### src/rtl/pair_engine_arbiter.sv
`timescale 1ns/1ps
// pair_engine_arbiter
// Shares one pair-count engine between two stream requesters. A requester
// owns the engine for a whole frame. After the frame, the engine's running
// pair count and the frame's beat count are returned as one result beat.
// The engine is then cleared before the next arbitration.
module pair_engine_arbiter #(
    parameter int DATA_SIZE = 8,
    parameter int LEN_SIZE  = 16
) (
    input  logic                 clk,
    input  logic                 rst_n,
    input  logic [DATA_SIZE-1:0] s0_tdata,
    input  logic                 s0_tvalid,
    input  logic                 s0_tlast,
    output logic                 s0_tready,
    input  logic [DATA_SIZE-1:0] s1_tdata,
    input  logic                 s1_tvalid,
    input  logic                 s1_tlast,
    output logic                 s1_tready,
    output logic [DATA_SIZE-1:0] eng_tdata,
    output logic                 eng_tvalid,
    input  logic                 eng_tready,
    input  logic [DATA_SIZE-1:0] eng_pairs,
    output logic                 eng_clr,
    output logic [DATA_SIZE-1:0] res_tdata,
    output logic [LEN_SIZE-1:0]  res_tlen,
    output logic                 res_tid,
    output logic                 res_tvalid,
    input  logic                 res_tready
);

    typedef enum logic [2:0] {
        IDLE   = 3'd0,
        STREAM = 3'd1,
        DRAIN  = 3'd2,
        RESULT = 3'd3,
        CLEAR  = 3'd4
    } state_t;

    state_t              state, state_nxt;
    logic                grant, grant_nxt;   // 0 = s0, 1 = s1
    logic                last_grant;
    logic [LEN_SIZE-1:0] beat_cnt;
    logic                in_stream;
    logic                sel_valid;
    logic                sel_last;
    logic                xfer;

    // Steer the granted requester straight through to the engine (zero latency).
    always_comb begin
        in_stream  = (state == STREAM);
        sel_valid  = grant ? s1_tvalid : s0_tvalid;
        sel_last   = grant ? s1_tlast  : s0_tlast;
        xfer       = in_stream & sel_valid & eng_tready;
        eng_tdata  = grant ? s1_tdata : s0_tdata;
        eng_tvalid = in_stream & sel_valid;
        s0_tready  = in_stream & ~grant & eng_tready;
        s1_tready  = in_stream &  grant & eng_tready;
        res_tvalid = (state == RESULT);
        // Reset also holds the engine in clear, so a frame cut by reset never leaks.
        eng_clr    = ~rst_n | (state == CLEAR);
    end

    // Next-state and grant selection; the grant only moves while IDLE.
    always_comb begin
        // NOTE: every output of this block gets a default first so no path can
        // leave a value unassigned and infer a latch.
        state_nxt = state;
        grant_nxt = grant;
        case (state)
            IDLE: begin
                if (s0_tvalid | s1_tvalid) begin
                    state_nxt = STREAM;
                    grant_nxt = (s0_tvalid & s1_tvalid) ? ~last_grant : s1_tvalid;
                end
            end
            STREAM: begin
                if (xfer & sel_last) state_nxt = DRAIN;
            end
            DRAIN:   state_nxt = RESULT;
            RESULT: begin
                if (res_tready) state_nxt = CLEAR;
            end
            CLEAR:   state_nxt = IDLE;
            default: state_nxt = IDLE;
        endcase
    end

    // State, grant and fairness history.
    always_ff @(posedge clk or negedge rst_n) begin
        if (!rst_n) begin
            state      <= IDLE;
            grant      <= 1'b0;
            last_grant <= 1'b1;   // s0 wins the first tie
        end else begin
            // NOTE: sequential state uses non-blocking assignments so every
            // register samples pre-edge values regardless of statement order.
            state <= state_nxt;
            grant <= grant_nxt;
            if (state == IDLE && state_nxt == STREAM) last_grant <= grant_nxt;
        end
    end

    // Beat counter: counts accepted beats, saturates, zeroed while clearing.
    always_ff @(posedge clk or negedge rst_n) begin
        if (!rst_n) begin
            beat_cnt <= '0;
        end else if (state == CLEAR) begin
            beat_cnt <= '0;
        end else if (xfer && !(&beat_cnt)) begin
            beat_cnt <= beat_cnt + LEN_SIZE'(1);
        end
    end

    // Result capture one cycle after the last beat, once the engine has counted it.
    always_ff @(posedge clk or negedge rst_n) begin
        if (!rst_n) begin
            res_tdata <= '0;
            res_tlen  <= '0;
            res_tid   <= 1'b0;
        end else if (state == DRAIN) begin
            res_tdata <= eng_pairs;
            res_tlen  <= beat_cnt;
            res_tid   <= grant;
        end
    end

endmodule

### config.mk
export PLATFORM = sky130hd
export DESIGN_NAME = pair_engine_arbiter
export DESIGN_NICKNAME = d
export VERILOG_FILES = /design/src/rtl/pair_engine_arbiter.sv
export SDC_FILE = /design/constraint.sdc
export NUM_CORES = 1
export LEC_CHECK = 0
export CAP_MARGIN = 20
export CORE_MARGIN = 5
export CORE_UTILIZATION = 48
export CTS_BUF_LIST = sky130_fd_sc_hd__clkbuf_8
export CTS_CLUSTER_SIZE = 30
export DETAILED_ROUTE_END_ITERATION = 8
export MAX_ROUTING_LAYER = met4
export PLACE_DENSITY = 0.82
export SLEW_MARGIN = 20
export SYNTH_ARGS = -nofsm -noshare
export SYNTH_HDL_FRONTEND = slang
export SYNTH_SLANG_ARGS = --single-unit
export TNS_END_PERCENT = 100
### constraint.sdc
create_clock -name clk -period 2.1 [get_ports clk]
set_input_delay 0.525 -clock clk [delete_from_list [all_inputs] [get_ports clk]]
set_output_delay 0.525 -clock clk [all_outputs]
set_load 0.01 [all_outputs]
## Word level (Yosys, flattened, before mapping)

Cells that the tools add are included.
Widths: inputs -> output; s select.

| word-level totals | value |
|---|---|
| input bits | 32 |
| logic and storage cells | 44 |
| output and inout bits | 38 |
| bits in registers | 46 |

| cells by class | value |
|---|---|
| bitwise operators | 13 |
| equality and inequality tests | 5 |
| add/sub/neg operators | 1 |
| reductions and logical operators | 6 |
| mux-type cells | 12 |

Operators with widths:

| kind | number |
|---|---|
| $mux 16 | 2 |
| $add 16x1->16 const B | 1 |
| $reduce_and 16->1 | 1 |
| $pmux 3 s4 | 1 |
| $mux 3 | 3 |
| $and 1x1->1 | 8 |
| $mux 8 | 1 |
| $eq 3x1->1 const B | 2 |
| $eq 3x2->1 const B | 2 |
| $mux 1 | 5 |
| $eq 3x3->1 const B | 1 |
| $logic_not 3->1 | 1 |
| $not 1->1 | 3 |
| $logic_and 1x1->1 | 2 |
| $or 1x1->1 | 2 |
| $reduce_bool 2->1 | 1 |
| $logic_not 1->1 | 1 |

## Logic depth before layout (Yosys ltp)

Gate-level depths: netlist of the first run.

| logic depth | value |
|---|---|
| depth after elaboration | 8 |
| gate-level depth with buffers | 6 |
| depth with buffers taken out | 5 |

## Least setup slack after synthesis of the first run

OpenSTA, ideal clock, no wires.

| timing path | value |
|---|---|
| path kind | input to register |
| start | input eng_tready |
| end | register beat_cnt[7] |
| setup slack | 0.385 ns |
| library setup time | 0.079 ns |
| path buffers | 0 |
| data required time | 2.021 ns |
| stages | 4 |
| arrival | 1.636 ns |
| cell sequence | nand4bb_1 > or4_4 > a211oi_1 > mux2i_1 |

| on the way | value |
|---|---|
| longest elaborated chain between the ends | 3 |

RTL lines:

| what | line | text |
|---|---|---|
| start: declaration | 23 | `input logic eng_tready,` |
| $and 1x1->1 | 55 | `xfer = in_stream & sel_valid & eng_tready;` |
| $logic_and 1x1->1 | 111 | `end else if (xfer && !(&beat_cnt)) begin` |
| $reduce_bool 2->1 (no source line) | -- |  |
| end signal: assignment | 112 | `beat_cnt <= beat_cnt + LEN_SIZE'(1);` |
| end: declaration | 44 | `logic [LEN_SIZE-1:0] beat_cnt;` |

Every way passes these cells.
A chain may end at the register's enable or synchronous reset.

## Worst setup path in the final report of the first run

| timing path | value |
|---|---|
| start | input eng_tready |
| end | output s1_tready |

| on the way | value |
|---|---|
| longest elaborated chain between the ends | 1 |

RTL lines:

| what | line | text |
|---|---|---|
| $and 1x1->1 | 59 | `s1_tready = in_stream & grant & eng_tready;` |
| end: declaration | 20 | `output logic s1_tready,` |

Every way passes these cells.

==> results.yml, run 1 <==
floorplan:
  io_pins: 70
  fp.dieArea_sq_mm: 0.00630
  start_util_pct: 49.2
  die_w_um: 79.4
  core_area_sq_mm: 0.00469
  dieHeight_um: 79.4
  fp-row-count: 25
global_route:
  antenna_found_initial: 0
  grt_pass1_vias: 1983
  grt_usage_pct: 19.3
  grt-ovfl-total: 0
  grt_max_degree: 47
  grt_pass1_wl_um: 9430
clock_network:
  cts_made_buffers: 5
  hold_buffers: 0
  root_buffer: "clkbuf_8"
  htreeDepth: 2
  cts_tree: "done"
  max-clock-path-buffers: 2
  clk_pin_slew_worst_paths_ns: 0.08
  clkLatencyLatePin_ns: 0.30
  clock_sink_count: 46
power:
  total_power_mw: 3.65
  clkPwrFrac_pct: 17.2
  switching_power_mw: 1.19
  switching_share_pct: 32.7
  internal-power_mw: 2.45
  worst_ir_drop_vdd_mv: 0.731
  power_frac_comb_pct: 44.0
  p_leak_nw: 1.42
  pwr-share-seq_pct: 38.8
  p_per_area_mw_per_mm2: 1120
logic_synthesis:
  synth.ff_latch_count: 46
  syn_avg_cell_area_sq_um: 11.5
  syn_inst: 200
  syn_nets: 233
  synth_area_sq_mm: 0.00231
  ys_seq_area_share_pct: 49.9
  synth_top_family_by_area: "multiplexers"
  muxShareOfSynthArea_pct: 20.5
  synth_xor_xnor_area_share_pct: 0
  synth_compound_area_share_pct: 8.46
  synth_cell_types: 40
  async_flop_share_pct: 100
  synthAdderAreaFrac_pct: 0.542
  yosysWarnings: 0
  yosys.area_share.simple_pct: 17.5
  synth_edf_count: 0
  ys.flop_type: "dfrtp_1"
routing:
  drc_errors: 0
  wl_per_cell_um: 16.0
  drtAntennaViolNets: 0
  avgViaCountPerCell: 5.75
  drt_first_pass_iters: 5
  routed-via-count: 1972
  drt_wl_total_um: 5490
  initialDrtViolationCount: 110
critical_path:
  rrSetupSlack_ns: 0.16
  end_kind: "primary output"
  cp_data_required_time_ns: 1.57
  critical_path_arrival_ns: 1.50
  start_kind: "input port"
  worst-path-max-fanout: 2
  worstSetupPathType: "in -> out"
cells_and_area:
  post-route-util_pct: 69.5
  area_growth_pct: 41.2
  multi_input_area_sq_mm: 0.00109
  final_cell_mix: "clkdlybuf4s50_1, dfrtp_1, mux2_2, buf_4, nand2_1"
  drive_gt1_share_pct: 28.0
  final_common_cell: "clkdlybuf4s50_1"
  seqCellArea_sq_mm: 0.00116
  instances_no_fill: 343
  fin_nets: 321
  fillCellCount: 373
  antennaDiodeCount: 0
outcome:
  status: "finished clean"
run:
  cap_violations: 0
placement:
  gp_congestion: 0.834
  hpwl_um: 4030
  io_buffer_count: 69
  placed_cells: 331
sta:
  maxSlewViolCount: 0
  slew_headroom_pct: 62.5
  fin_crit_ns: 2.03
  fin_crit_sh_pct: 96.5
  fin_skew_ns: 0.00427
  clock.fmax_mhz: 494
  rsz0062_at_grt: "false"
  hold_violations: 0
  tightest_slew_ns: 0.563
  finalSetupViolations: 0
worst_hold_path:
  min_path_type: "in -> async"
[worst max-delay path, stage by stage]
cell,delay (ns)
clkdlybuf4s50_1,0.49
and4bb_4,0.24
and2_1,0.12
buf_2,0.13
[per-stage QoR]
stage | TNS (ns) | area, sq um | hold WS (ns) | worst slack [ns]
global route | 0 | 3260 | 0.388 | 0.0108
CTS | 0 | 3260 | 0.359 | 0.0107
global placement | -3.03 | 3130 | 0.473 | -0.338
finish | 0 | 3260 | 0.335 | 0.0737
floorplan | 0 | 2310 | 0.229 | 0.385
detailed placement | -3.57 | 3130 | 0.484 | -0.346
[cells in the mapped netlist, types with 2 or more instances]
cell / count / area share (%)
a211oi_1: 3 / 0.98
a21oi_1: 11 / 2.4
and2_1: 4 / 1.1
and4_1: 4 / 1.5
buf_2: 4 / 0.87
buf_6: 2 / 0.98
clkbuf_1: 2 / 0.33
dfrtp_1: 45 / 49
inv_1: 4 / 0.65
mux2_2: 34 / 17
mux2i_1: 9 / 3.9
nand2_1: 18 / 2.9
nand3_1: 7 / 1.5
nand4_1: 5 / 1.4
nor2_1: 5 / 0.81
nor4_1: 4 / 1.1
o21ai_0: 3 / 0.65
o31ai_1: 6 / 2.0
or2_2: 3 / 0.81
or3_1: 2 / 0.54
or4_1: 6 / 2.0
[power groups by stage]
stage / logic (mW) / registers [mW] / clock network [mW]
2_1_floorplan: 0.756 / 1.46 / 0
6_report: 1.60 / 1.42 / 0.627
4_1_cts: 1.62 / 1.42 / 0.648
3_5_place_dp: 1.59 / 1.44 / 0
5_1_grt: 1.75 / 1.47 / 0.679
3_3_place_gp: 1.55 / 1.43 / 0
[layout make-up]
cell class	instances	area share, %
sequential	46	35.5
clock buffer	5	2.11
tap	54	2.07
inverter	4	0.461
multi-input combinational	141	33.6
timing repair buffer	90	25.2
clock inverter	3	1.15
[registers in the layout (all words and copies together) (netlist names)]
signal	flops
beat_cnt	16
grant	1
last_grant	1
res_tdata	8
res_tid	1
res_tlen	16
state	3
[kinds of logic (layout without fill, tap and decap cells)]
kind of cell             Yosys count  after routing
buffers and inverters             13            102
AND/OR/NAND/NOR                   67             67
multiplexers                      43             43
flip-flops                        46             46
AO/OA/AOI/OAI                     30             30
adder cells (fa/ha/maj)            1              1
[routing by layer]
metal | GRT usage (%) | wire length, um | up-vias
li1 | - | - | 920
met1 | 23.4 | 2310 | 970
met2 | 32.4 | 2680 | 79
met3 | 5.22 | 469 | 3
met4 | 4.12 | 37 | 0
met5 | - | 0 | -
[final timing paths]
kind	startpoint	endpoint	cells past startpoint
min in group clk	last_grant	last_grant	2
max reg2reg	state[1]	beat_cnt[7]	5
min reg2reg	last_grant	last_grant	2
max in group asynchronous	rst_n	state[1]	2
max	eng_tready	s1_tready	4
min	rst_n	res_tlen[13]	2
[what timing repair did]
action | in CTS | in global routing
resized for setup | 26 | 3
pin swaps | 1 | 0
buffers inserted | 4 | 0
setup endpoints to repair | 13 | 2
(Power assumes the default switching activity.)
==> inputs of run 2 (changes only) <==
- CORE_ASPECT_RATIO: unset -> 1.4
==> results.yml, run 2 (same netlist as run 1, synthesis figures left out) <==
cells_and_area:
  drive_gt1_share_pct: 30.2
  fin_nets: 323
  design_area_sq_mm: 0.00330
  final_cell_mix: "clkdlybuf4s50_1, dfrtp_1, mux2_2, buf_4, nand2_1"
  fillCellCount: 400
  final_common_cell: "clkdlybuf4s50_1"
  top_regs: "beat_cnt: 16 flops, res_tlen: 16 flops, res_tdata: 8 flops"
  area_growth_pct: 43.0
  antennaDiodeCount: 0
clock_network:
  cts_tree: "done"
  max-clock-path-buffers: 2
  cts_made_buffers: 5
  clock_sink_count: 46
  clk_pin_slew_worst_paths_ns: 0.09
  root_buffer: "clkbuf_8"
  htreeDepth: 2
  clkLatencyLatePin_ns: 0.30
sta:
  clock.fmax_mhz: 491
  rsz0062_at_grt: "false"
  whs_ns: 0.322
  tns_ns: 0
  fin_skew_ns: 0.0126
  finalSetupViolations: 0
  fin_crit_sh_pct: 97.1
  fin_ws_ns: 0.0616
  maxSlewViolCount: 0
  tightest_slew_ns: 0.573
  slew_headroom_pct: 61.8
  hold_violations: 0
  fin_crit_ns: 2.04
critical_path:
  critical_path_arrival_ns: 2.27
  worstSetupPathType: "in -> reg"
  worst-path-max-fanout: 3
  crit_chain: "clkdlybuf4s50_1 -> mux2i_2 -> buf_4 -> or4_4 -> or3_4 -> a21oi_2"
  cpMaxStageDelayCell: "or4_4"
  end_kind: "register"
  max_stage_delay_ns: 0.54
  start_kind: "input port"
  cp_data_required_time_ns: 2.33
floorplan:
  die_w_um: 68.6
  dieHeight_um: 92.1
  core_area_sq_mm: 0.00477
  start_util_pct: 48.4
  io_pins: 70
  fp-row-count: 30
  fp.dieArea_sq_mm: 0.00632
routing:
  avgViaCountPerCell: 5.47
  drc_errors: 0
  wl_per_cell_um: 15.2
  drt_wl_total_um: 5380
  initialDrtViolationCount: 42
  drt_first_pass_iters: 4
  routed-via-count: 1943
  drtAntennaViolNets: 0
placement:
  place_ws_ns: -0.319
  dpl-instance-area_sq_mm: 0.00316
  hpwl_um: 3960
  io_buffer_count: 69
  gp_congestion: 0.854
global_route:
  grt_max_degree: 47
  grt_pass1_vias: 2003
  grt_pass1_wl_um: 9230
  antenna_found_initial: 0
  grt-ovfl-total: 0
  grt_usage_pct: 19.5
outcome:
  status: "finished clean"
worst_hold_path:
  min_path_type: "in -> async"
power:
  power_frac_comb_pct: 46.1
  switching_share_pct: 33.8
  internal-power_mw: 2.38
  clkPwrFrac_pct: 14.6
  p_per_area_mw_per_mm2: 1090
  p_leak_nw: 1.43
  worst_ir_drop_vdd_mv: 0.729
  pwr-share-seq_pct: 39.3
  switching_power_mw: 1.22
run:
  cap_violations: 0
-- run 2: power by group through the flow --
stage          registers [mW]  logic [mW]  clock network, mW
4_1_cts                  1.42        1.67              0.530
3_3_place_gp             1.44        1.59                  0
3_5_place_dp             1.46        1.62                  0
2_1_floorplan            1.46       0.756                  0
5_1_grt                  1.47        1.81              0.578
6_report                 1.42        1.66              0.525
-- run 2: what timing repair did --
action,CTS,global route
pin swaps,0,2
resized for setup,20,10
hold buffers,0,0
setup buffers,6,0
endpoints found under the setup margin,13,5
hold endpoints to repair,0,0
cloned,0,0
-- run 2: final cells by class --
cell class	count	area [sq um]	area share, %
sequential	46	1160	35.1
multi-input combinational	141	1110	33.5
timing repair buffer	92	856	25.9
tap	64	80.1	2.43
clock buffer	5	68.8	2.08
clock inverter	3	17.5	0.531
inverter	4	15.0	0.455
-- run 2: stage by stage --
step                      utilization, %  cells  power, mW
after floorplan                        -    200       2.22
after global placement              66.3    341       3.02
after detailed placement            66.3    341       3.08
after CTS                           68.8    355       3.62
after global routing                69.2    355       3.86
final                               69.2    355       3.60
-- run 2: layer usage --
layer | track usage (%) | up-vias | wire length [um]
met1 | 23.1 | 957 | 2110
met3 | 3.68 | 12 | 192
met2 | 32.2 | 44 | 2970
met4 | 6.97 | 0 | 107
li1 | - | 930 | -
met5 | - | - | 0
-- run 2: worst max-delay path, delay by kind of cell --
| family | cells | cell delay (ns) |
|---|---|---|
| AOI/OAI and AO/OA | 1 | 0.13 |
| muxes | 1 | 0.09 |
| and+or+nand+nor | 2 | 0.88 |
| buffers and inverters | 2 | 0.64 |
-- run 2: path summary, 6_finish.rpt --
| kind | from | cells past startpoint | endpoint | slack (ns) |
|---|---|---|---|---|
| worst max-delay path | s0_tvalid | 6 | beat_cnt[9] | 0.06 |
| worst min-delay path | rst_n | 2 | res_tlen[4] | 0.32 |
| worst max register to register | grant | 6 | beat_cnt[9] | 0.12 |
| worst min register to register | last_grant | 2 | last_grant | 0.50 |
| max in group asynchronous | rst_n | 2 | grant | 1.35 |
| min in group clk | last_grant | 2 | last_grant | 0.50 |
